File: src/rtl/hs_pkg.sv
// hs_pkg: shared definitions for the hs_rx_drain slice.
//   - default data width, statistics counter width and ACK timeout
//   - handshake FSM state encoding (IDLE / ACK / GAP)
package hs_pkg;

  localparam int unsigned HS_WIDTH       = 8;
  localparam int unsigned HS_CNT_WIDTH   = 16;
  localparam int unsigned HS_ACK_TIMEOUT = 15;

  typedef enum logic [1:0] {
    ST_IDLE = 2'd0,
    ST_ACK  = 2'd1,
    ST_GAP  = 2'd2
  } hs_state_e;

  // Width of a counter able to hold values 0..max_val.
  function automatic int unsigned hs_cnt_bits(input int unsigned max_val);
    return (max_val < 2) ? 1 : $clog2(max_val + 1);
  endfunction

endpackage

File: src/rtl/hs_rx_drain_if.sv
// Bus interfaces used by hs_rx_drain.
//
// hs_rx_if : 4-phase FIFO read handshake.
//   rx_rdy  (FIFO -> drain)  FIFO has a word on rx_data
//   rx_data (FIFO -> drain)  word, valid while rx_rdy=1
//   rx_done (drain -> FIFO)  word-taken acknowledge
//   master = FIFO side, slave = drain side.
//
// hs_stream_if : valid/ready stream towards the downstream consumer.
//   m_valid (source -> sink) word valid
//   m_data  (source -> sink) word
//   m_ready (sink -> source) word accepted
//   master = source (drain), slave = sink.
interface hs_rx_if #(
  parameter int unsigned WIDTH = hs_pkg::HS_WIDTH
) ();
  logic             rx_rdy;
  logic [WIDTH-1:0] rx_data;
  logic             rx_done;

  modport master (output rx_rdy, output rx_data, input  rx_done);
  modport slave  (input  rx_rdy, input  rx_data, output rx_done);
endinterface

interface hs_stream_if #(
  parameter int unsigned WIDTH = hs_pkg::HS_WIDTH
) ();
  logic             m_valid;
  logic             m_ready;
  logic [WIDTH-1:0] m_data;

  modport master (output m_valid, output m_data, input  m_ready);
  modport slave  (input  m_valid, input  m_data, output m_ready);
endinterface

File: src/rtl/hs_hold_buf.sv
// hs_hold_buf: 2-entry in-order hold buffer between handshake capture and
// the downstream stream. Output word and valid come straight from registers.
//
// Ports:
//   clk, rst_n       clock, asynchronous active-low reset
//   push_i           write push_data_i this cycle
//   push_data_i      word to write
//   pop_i            remove head word (ignored when empty)
//   valid_o          head entry valid
//   data_o           head entry word
//   occupancy_o      number of valid entries (0..2)
module hs_hold_buf #(
  parameter int unsigned WIDTH = hs_pkg::HS_WIDTH
) (
  input  logic             clk,
  input  logic             rst_n,
  input  logic             push_i,
  input  logic [WIDTH-1:0] push_data_i,
  input  logic             pop_i,
  output logic             valid_o,
  output logic [WIDTH-1:0] data_o,
  output logic [1:0]       occupancy_o
);

  logic [WIDTH-1:0] head_q, head_d;
  logic [WIDTH-1:0] tail_q, tail_d;
  logic             head_vld_q, head_vld_d;
  logic             tail_vld_q, tail_vld_d;
  logic             pop_ok;
  logic             push_ok;

  always_comb begin
    head_d     = head_q;
    tail_d     = tail_q;
    head_vld_d = head_vld_q;
    tail_vld_d = tail_vld_q;

    pop_ok  = pop_i & head_vld_q;
    // A push into a full buffer is only accepted when the head leaves at
    // the same edge; otherwise it is dropped (the drain never issues one).
    push_ok = push_i & (~tail_vld_q | pop_ok);

    unique case ({push_ok, pop_ok})
      2'b01: begin
        head_d     = tail_q;
        head_vld_d = tail_vld_q;
        tail_vld_d = 1'b0;
      end
      2'b10: begin
        if (!head_vld_q) begin
          head_d     = push_data_i;
          head_vld_d = 1'b1;
        end else begin
          tail_d     = push_data_i;
          tail_vld_d = 1'b1;
        end
      end
      2'b11: begin
        // Occupancy unchanged: shift the tail forward (if any) and refill.
        if (tail_vld_q) begin
          head_d = tail_q;
          tail_d = push_data_i;
        end else begin
          head_d = push_data_i;
        end
      end
      default: ;
    endcase
  end

  always_ff @(posedge clk or negedge rst_n) begin
    if (!rst_n) begin
      head_q     <= '0;
      tail_q     <= '0;
      head_vld_q <= 1'b0;
      tail_vld_q <= 1'b0;
    end else begin
      head_q     <= head_d;
      tail_q     <= tail_d;
      head_vld_q <= head_vld_d;
      tail_vld_q <= tail_vld_d;
    end
  end

  assign valid_o     = head_vld_q;
  assign data_o      = head_q;
  assign occupancy_o = {1'b0, head_vld_q} + {1'b0, tail_vld_q};

endmodule

File: src/rtl/hs_rx_drain.sv
// hs_rx_drain: drains words from a FIFO over a 4-phase rdy/done handshake
// and forwards them on a valid/ready stream through a 2-entry hold buffer.
// Keeps capture statistics and flags a stuck handshake.
//
// Ports:
//   clk, rst_n    clock, asynchronous active-low reset
//   rx            FIFO handshake (rx_rdy, rx_data in; rx_done out)
//   m             downstream stream (m_valid, m_data out; m_ready in)
//   enable        permits new handshakes (an ongoing one always completes)
//   clear_stats   synchronous clear of word_count / checksum / proto_err
//   word_count    words captured since reset/clear (wraps)
//   checksum      XOR of words captured since reset/clear
//   proto_err     sticky: rx_rdy held high too long after rx_done
module hs_rx_drain
  import hs_pkg::*;
#(
  parameter int unsigned WIDTH       = HS_WIDTH,
  parameter int unsigned CNT_WIDTH   = HS_CNT_WIDTH,
  parameter int unsigned ACK_TIMEOUT = HS_ACK_TIMEOUT
) (
  input  logic                 clk,
  input  logic                 rst_n,
  hs_rx_if.slave               rx,
  hs_stream_if.master          m,
  input  logic                 enable,
  input  logic                 clear_stats,
  output logic [CNT_WIDTH-1:0] word_count,
  output logic [WIDTH-1:0]     checksum,
  output logic                 proto_err
);

  localparam int unsigned TMO_W = hs_cnt_bits(ACK_TIMEOUT);
  localparam logic [TMO_W-1:0] TMO_MAX = TMO_W'(ACK_TIMEOUT);

  hs_state_e            state_q, state_d;
  logic                 done_q, done_d;
  logic [TMO_W-1:0]     tmo_q, tmo_d;
  logic [CNT_WIDTH-1:0] cnt_q, cnt_d;
  logic [WIDTH-1:0]     sum_q, sum_d;
  logic                 err_q, err_d;

  logic                 capture;
  logic                 timeout_hit;
  logic                 buf_valid;
  logic [WIDTH-1:0]     buf_data;
  logic [1:0]           buf_occ;
  logic                 pop;

  assign pop = buf_valid & m.m_ready;

  // Handshake FSM. rx_done is a register set on the capture edge and
  // cleared on the edge that samples rx_rdy low.
  always_comb begin
    state_d     = state_q;
    done_d      = done_q;
    tmo_d       = tmo_q;
    capture     = 1'b0;
    timeout_hit = 1'b0;

    unique case (state_q)
      ST_IDLE: begin
        tmo_d = '0;
        if (rx.rx_rdy && enable && (buf_occ != 2'd2)) begin
          capture = 1'b1;
          done_d  = 1'b1;
          state_d = ST_ACK;
        end
      end
      ST_ACK: begin
        if (!rx.rx_rdy) begin
          done_d  = 1'b0;
          tmo_d   = '0;
          state_d = ST_GAP;
        end else if (tmo_q == TMO_MAX) begin
          // Counter saturates; the FSM keeps waiting for rx_rdy to drop.
          timeout_hit = 1'b1;
        end else begin
          tmo_d = tmo_q + TMO_W'(1);
        end
      end
      ST_GAP: begin
        done_d  = 1'b0;
        state_d = ST_IDLE;
      end
      default: begin
        done_d  = 1'b0;
        tmo_d   = '0;
        state_d = ST_IDLE;
      end
    endcase
  end

  // Statistics. clear_stats wins, but a capture at the same edge is still
  // counted so no word goes missing from the new accumulation window.
  always_comb begin
    cnt_d = cnt_q;
    sum_d = sum_q;
    err_d = err_q | timeout_hit;

    if (clear_stats) begin
      cnt_d = capture ? CNT_WIDTH'(1) : '0;
      sum_d = capture ? rx.rx_data : '0;
      err_d = 1'b0;
    end else if (capture) begin
      cnt_d = cnt_q + CNT_WIDTH'(1);
      sum_d = sum_q ^ rx.rx_data;
    end
  end

  always_ff @(posedge clk or negedge rst_n) begin
    if (!rst_n) begin
      state_q <= ST_IDLE;
      done_q  <= 1'b0;
      tmo_q   <= '0;
      cnt_q   <= '0;
      sum_q   <= '0;
      err_q   <= 1'b0;
    end else begin
      state_q <= state_d;
      done_q  <= done_d;
      tmo_q   <= tmo_d;
      cnt_q   <= cnt_d;
      sum_q   <= sum_d;
      err_q   <= err_d;
    end
  end

  hs_hold_buf #(
    .WIDTH(WIDTH)
  ) u_hold_buf (
    .clk         (clk),
    .rst_n       (rst_n),
    .push_i      (capture),
    .push_data_i (rx.rx_data),
    .pop_i       (pop),
    .valid_o     (buf_valid),
    .data_o      (buf_data),
    .occupancy_o (buf_occ)
  );

  assign rx.rx_done = done_q;
  assign m.m_valid  = buf_valid;
  assign m.m_data   = buf_data;
  assign word_count = cnt_q;
  assign checksum   = sum_q;
  assign proto_err  = err_q;

endmodule

File: src/flat_wrapper.sv
// flat-port wrapper written by rule: the top's interface ports become plain ports
module hs_rx_drain_flat import hs_pkg::*;
#(
  parameter int unsigned WIDTH       = HS_WIDTH,
  parameter int unsigned CNT_WIDTH   = HS_CNT_WIDTH,
  parameter int unsigned ACK_TIMEOUT = HS_ACK_TIMEOUT
)
  (clk, rst_n, enable, clear_stats, word_count, checksum, proto_err, rx_rx_rdy, rx_rx_data, rx_rx_done, m_m_valid, m_m_data, m_m_ready);
  hs_rx_if #(.WIDTH(WIDTH)) rx_i ();
  hs_stream_if #(.WIDTH(WIDTH)) m_i ();
  input  logic clk;
  input  logic rst_n;
  input  logic enable;
  input  logic clear_stats;
  output logic [CNT_WIDTH-1:0] word_count;
  output logic [WIDTH-1:0] checksum;
  output logic proto_err;
  input wire logic [$bits(rx_i.rx_rdy)-1:0] rx_rx_rdy;
  input wire logic [$bits(rx_i.rx_data)-1:0] rx_rx_data;
  output wire logic [$bits(rx_i.rx_done)-1:0] rx_rx_done;
  output wire logic [$bits(m_i.m_valid)-1:0] m_m_valid;
  output wire logic [$bits(m_i.m_data)-1:0] m_m_data;
  input wire logic [$bits(m_i.m_ready)-1:0] m_m_ready;
  assign rx_i.rx_rdy = rx_rx_rdy;
  assign rx_i.rx_data = rx_rx_data;
  assign rx_rx_done = rx_i.rx_done;
  assign m_m_valid = m_i.m_valid;
  assign m_m_data = m_i.m_data;
  assign m_i.m_ready = m_m_ready;
  hs_rx_drain #(.WIDTH(WIDTH), .CNT_WIDTH(CNT_WIDTH), .ACK_TIMEOUT(ACK_TIMEOUT)) u_core (.clk(clk), .rst_n(rst_n), .rx(rx_i), .m(m_i), .enable(enable), .clear_stats(clear_stats), .word_count(word_count), .checksum(checksum), .proto_err(proto_err));
endmodule
File: config.mk
export PLATFORM = sky130hd
export DESIGN_NAME = hs_rx_drain_flat
export DESIGN_NICKNAME = d
export VERILOG_FILES = /design/src/rtl/hs_pkg.sv /design/src/rtl/hs_rx_drain_if.sv /design/src/rtl/hs_hold_buf.sv /design/src/rtl/hs_rx_drain.sv /design/src/flat_wrapper.sv
export SDC_FILE = /design/constraint.sdc
export NUM_CORES = 1
export LEC_CHECK = 0
export ABC_AREA = 1
export CORE_MARGIN = 2
export CORE_UTILIZATION = 40
export DETAILED_ROUTE_END_ITERATION = 8
export PLACE_DENSITY = 0.73
export SYNTH_ARGS = -nofsm -noshare
export SYNTH_HDL_FRONTEND = slang
export SYNTH_SLANG_ARGS = --single-unit
File: constraint.sdc
create_clock -name clk -period 1.5 [get_ports clk]
set_input_delay 0.3 -clock clk [delete_from_list [all_inputs] [get_ports clk]]
set_output_delay 0.3 -clock clk [all_outputs]
set_load 0.02 [all_outputs]
# == Word-level counts from Yosys, hierarchy flattened ==
# Index checks and enable logic that the tools add are counted.
# classes
add_sub_neg,3
eq_ne,13
n_mux,30
bitwise_logic,8
n_reduce_logical,12
# ops
cell,n
$mux 8,7
$mux 16,2
$pmux 8 s3,1
$add 16x1->16 const B,1
$pmux 8 s2,1
$mux 1,10
$ne 2x2->1 const B,5
$mux 4,2
$pmux 4 s2,1
$reduce_and 2->1,4
$xor 8x8->8,1
$eq 2x2->1 const B,3
$pmux 1 s2,3
$reduce_bool 2->1,3
$add 4x1->4 const B,1
$eq 2x1->1 const B,2
$eq 4x4->1 const B,1
$mux 2,2
$pmux 2 s2,1
$and 1x1->1,3
$ne 3x3->1 const B,1
$reduce_and 3->1,1
$reduce_bool 3->1,1
$add 1x1->2,1
5 further kinds,8
# totals
register_bits,50
out_inout_bits,35

# == Logic depth before layout (Yosys ltp) ==
# depth
word_depth,9
ltp_mapped,9

# == Hierarchy ==
# A second synthesis with hierarchy kept.
# hier_totals
hier_cells,319
area_unflattened_um2,2527.4
# modules_own_cells
module,instances,cells_per_inst,area_each_um2,seq_area_each_um2
hs_rx_drain,1,203,1597.8,775.7
hs_hold_buf,1,116,929.6,450.4

# == Worst setup path before layout ==
# No wires, ideal clock.
# synth_path
kind,flip-flop to flip-flop
start,reg u_core.u_hold_buf.head_vld_q (netlist: u_core.u_hold_buf.valid_o)
end,reg u_core.u_hold_buf.tail_q[5]
setup_ns,0.121
arrival_time_ns,1.560
setup_slack_ns,-0.181
path_stages_with_launch,9
n_path_buf,1
path_cell_list,dfrtp_1 nand2_1 nand3_4 nor2_4 ha_1 o211ai_4 buf_6 nand2_1 o21ai_1
# synth_via
elab_chain_len,9
# synth_lines
element,line,rtl
"start, declared",hs_hold_buf.sv:27,"logic head_vld_q, head_vld_d;"
"start signal, assigned",hs_hold_buf.sv:80,head_vld_q <= head_vld_d;
$add 1x1->2,hs_hold_buf.sv:87,"assign occupancy_o = {1'b0, head_vld_q} + {1'b0, tail_vld_q};"
$ne 2x2->1,hs_rx_drain.sv:63,if (rx.rx_rdy && enable && (buf_occ != 2'd2)) begin
$logic_and 1x1->1,hs_rx_drain.sv:63,
$mux 1,hs_rx_drain.sv:63,
$mux 1,hs_rx_drain.sv:60,unique case (state_q)
$and 1x1->1,hs_hold_buf.sv:41,push_ok = push_i & (~tail_vld_q | pop_ok);
$eq 2x2->1,hs_hold_buf.sv:43,"unique case ({push_ok, pop_ok})"
$ne 2x2->1 (no source line) / $reduce_bool 2->1 (equally long branches),--,
$reduce_and 3->1 (no source line),--,
"end signal, assigned",hs_hold_buf.sv:79,tail_q <= tail_d;
"end, declared",hs_hold_buf.sv:26,"logic [WIDTH-1:0] tail_q, tail_d;"
# Several ways; a longest one is shown, not always the timed one.
# A chain may end at the register's enable or synchronous reset.

# == Worst setup path after layout ==
# layout_path
start,in enable
end,reg u_core.u_hold_buf.tail_q[5]
# layout_via
elab_chain_len,8
# layout_lines
element,line,rtl
"start, declared",flat_wrapper.sv:13,input logic enable;
$logic_and 1x1->1 (*) (2 in series),hs_rx_drain.sv:63,
$mux 1 (*),hs_rx_drain.sv:63,
$mux 1 (*),hs_rx_drain.sv:60,
$and 1x1->1 (*),hs_hold_buf.sv:41,
$eq 2x2->1,hs_hold_buf.sv:43,
$ne 2x2->1 (no source line) / $reduce_bool 2->1 (equally long branches),--,
$reduce_and 3->1 (no source line),--,
# Every way passes the cells marked *; elsewhere a longest branch is shown, timed or not.

==> summary.txt <==
logic gate share of total power - 37.0%
final worst slack - -34.0 ps
EDFF count, synth - 0
clk_skew - 5.83 ps
FP Rows - 28
Syn. warnings - 0
# DRC - 0
Fin. Hold Viols - 0
Synth Instances - 319
placed cell areas - 3280 sq um
Pwr Total - 4.11 mW
largest net degree at the start of global routing - 50
Die Width - 83.1 um
share of Yosys cell area claimed by the top area cell type - 49.0%
Setup CP Type - in2reg
Die Footprint - 6900 sq um
First-pass DRT Iterations - 4
peak supply drop - 806 uV
Worst slew margin - 82.7%
clock share of power - 18.5%
Internal - 2.60 mW
critical-path maximum fanout - 7
most frequent cells after synthesis - nand2_1 (107), dfrtp_1 (49), nor2_1 (33)
final critical-path required period - 1530 ps
number of global-route vias before repair - 2,245
CP Capture Type - register
Core Util, Final - 57.4%
Hold Path Sink - u_core.state_q[1]$_DFFE_PN0P_
Routed WL - 5.85 mm
hold slack - 319 ps
syn avg cell area - 7.84 sq um
Design Area, Final - 3440 sq um
mapped cell area - 2500 sq um
end of the worst register-to-register path - u_core.u_hold_buf.tail_q[5]$_DFFE_PN0P_
max cap viols - 0
crit path DAT - 1720 ps
final net count - 416
worst skew pair latency - 290 ps
Avg WL per Cell - 12.3 um
cell total after placement - 463
RR Startpoint - u_core.state_q[0]$_DFFE_PN0P_
Hold Crit Class - in2reg
clock-pin slew on the worst setup and hold paths - 90 ps
sequential share of the synthesized area - 49.0%
worst r2r path cells - 8
fmax - 652 MHz
vias per std cell - 4.75
root buffer cell - clkbuf_8
Worst Setup SP - enable
cell taking the most area after synthesis - dfrtp_1
synth-to-layout area growth - 37.4%
Crit path required time - 1690 ps
total power per unit cell area - 1200 nW/um^2
initial antenna violation count - 0
Worst-Margin Slew - 259 ps
final setup TNS - -121 ps
I/O pin total - 49
Initial Utilization - 41.8%
Fill cells - 528
top-count cell post-synth - nand2_1
Critical-path top delay cell - clkdlybuf4s50_1
Net Sw Frac - 36.6%
sequential cell fraction of total power - 44.5%
initial drt markers - 140
Main synth FF type - dfrtp_1
Slew Limit Fails - 0
final setup fails - 7
H-Tree Depth - 2
syn_nets - 336
period utilisation layout - 102%
status - finished, violations left
synth top area cells - dfrtp_1 (49%), nand2_1 (16%), nor2_1 (5.0%)
Setup crit start kind - input pin
Reg2Reg Setup Slack - 10 ps
share of cells above drive strength 1 - 16.3%
clock sinks - 49
Synth Register Bits - 49
CP max stage delay - 470 ps
area of the multi-input gates - 1180 sq um
worst path cell trace - clkdlybuf4s50_1 > nand2_1 > clkinv_1 > nand3_4 > nor2_4 > ha_4 > o211ai_4 > clkbuf_16 > nand2_2 > o21ai_1
die height - 83.1 um
hold_sp - rx_rx_rdy
RSZ-0062 raised after global routing - yes
TritonCTS buffer count - 5
IO buf count - 48
ys async rst share - 100%
Routability Congestion - 0.832
area of the core - 5990 sq um
failing checks - negative setup slack
GRT Resource Usage Total - 17.0%
DPL Wire Length - 4.37 mm
vias post-DR - 2,257
first-pass GRT wire length - 9.92 mm
ANT nets after route - 0
n_diodes - 0
Place WS - -346 ps
CTS tree - yes
Hold Path Depth - 3
P_leak - 1.81 nW
Psw - 1.50 mW
Yosys cell types - 30
clk buf depth - 2
Remaining Overflow, GRT - 0
Reg area - 1230 sq um
fin cells - 475
[per-layer routing]
layer  global-route usage, %  share of wire [%]
met2                    28.6                 49
met5                       0                  0
met4                    4.32                1.3
met1                    22.3                 46
met3                    3.88                4.4
[layout make-up]
type / instances / share of cell area, %
inverters: 35 / 3.90
well taps: 75 / 2.73
clock buffers: 8 / 2.33
multi-input cells: 230 / 34.4
flip-flops and latches: 49 / 35.8
repair buffers: 78 / 20.9
[sequential cells by signal, indices dropped and copies added (netlist names), 2 cells and up]
signal                    cells
u_core.tmo_q                  4
u_core.u_hold_buf.data_o      8
u_core.state_q                2
u_core.checksum               8
u_core.word_count            16
u_core.u_hold_buf.tail_q      8
[worst max path at each step]
stage / to / slack (ps) / cells after the start
final: u_core.u_hold_buf.tail_q[5]$_DFFE_PN0P_ / -30 / 10
after floorplan: u_core.u_hold_buf.tail_q[5]$_DFFE_PN0P_ / -60 / 8
after global routing: u_core.u_hold_buf.tail_q[5]$_DFFE_PN0P_ / -80 / 8
after global placement: u_core.word_count[13]$_DFFE_PN0P_ / -300 / 9
after CTS: u_core.tmo_q[3]$_DFFE_PN0P_ / 20 / 7
after detailed placement: u_core.word_count[13]$_DFFE_PN0P_ / -350 / 9
[timing repair]
item | CTS | global route
gates cloned | 0 | 1
buffers inserted | 0 | 2
hold buffers | 1 | 0
gates resized for setup | 37 | 16
hold endpoints to repair | 45 | 0
endpoints found under the setup margin | 39 | 20
pin swaps | 1 | 5
[cells in the final DEF (no fill, tap or decap), types with 4 or more instances in the layout]
| cell | count |
|---|---|
| o21ai_1 | 8 |
| inv_1 | 30 |
| nand2_2 | 5 |
| clkdlybuf4s50_1 | 11 |
| dfrtp_1 | 46 |
| o21ai_0 | 7 |
| nand4_1 | 11 |
| nand2_1 | 102 |
| xnor2_1 | 8 |
| nor2_2 | 4 |
| dlygate4sd2_1 | 35 |
| nand3_1 | 18 |
| clkbuf_8 | 5 |
| nor2_1 | 29 |
| a21oi_1 | 11 |
| buf_4 | 25 |
[power groups by stage]
stage / sequential, mW / combinational, mW / clock (mW)
global placement: 1.85 / 1.49 / 0
CTS: 1.82 / 1.42 / 0.774
floorplan: 2.02 / 0.703 / 0
finish: 1.83 / 1.52 / 0.758
detailed placement: 1.84 / 1.53 / 0
global route: 1.87 / 1.70 / 0.837
[critical path: cells and delay by family]
family / cells / cell delay (ps)
buf+inv: 3 / 710
simple gates: 4 / 390
fa+ha+maj: 1 / 170
compound gates: 2 / 150
[kinds of logic (layout without fill, tap and decap cells)]
| logic type | count (synthesis) | count (layout) | share of synthesized area, % |
|---|---|---|---|
| adder cells (fa/ha/maj) | 3 | 3 | 1.50 |
| flip-flops | 49 | 49 | 49.0 |
| AO/OA/AOI/OAI | 34 | 34 | 7.85 |
| XOR/XNOR | 9 | 9 | 3.15 |
| buffers and inverters | 40 | 121 | 6.70 |
| AND/OR/NAND/NOR | 184 | 184 | 31.8 |
Power figures use the tool's default switching activity.
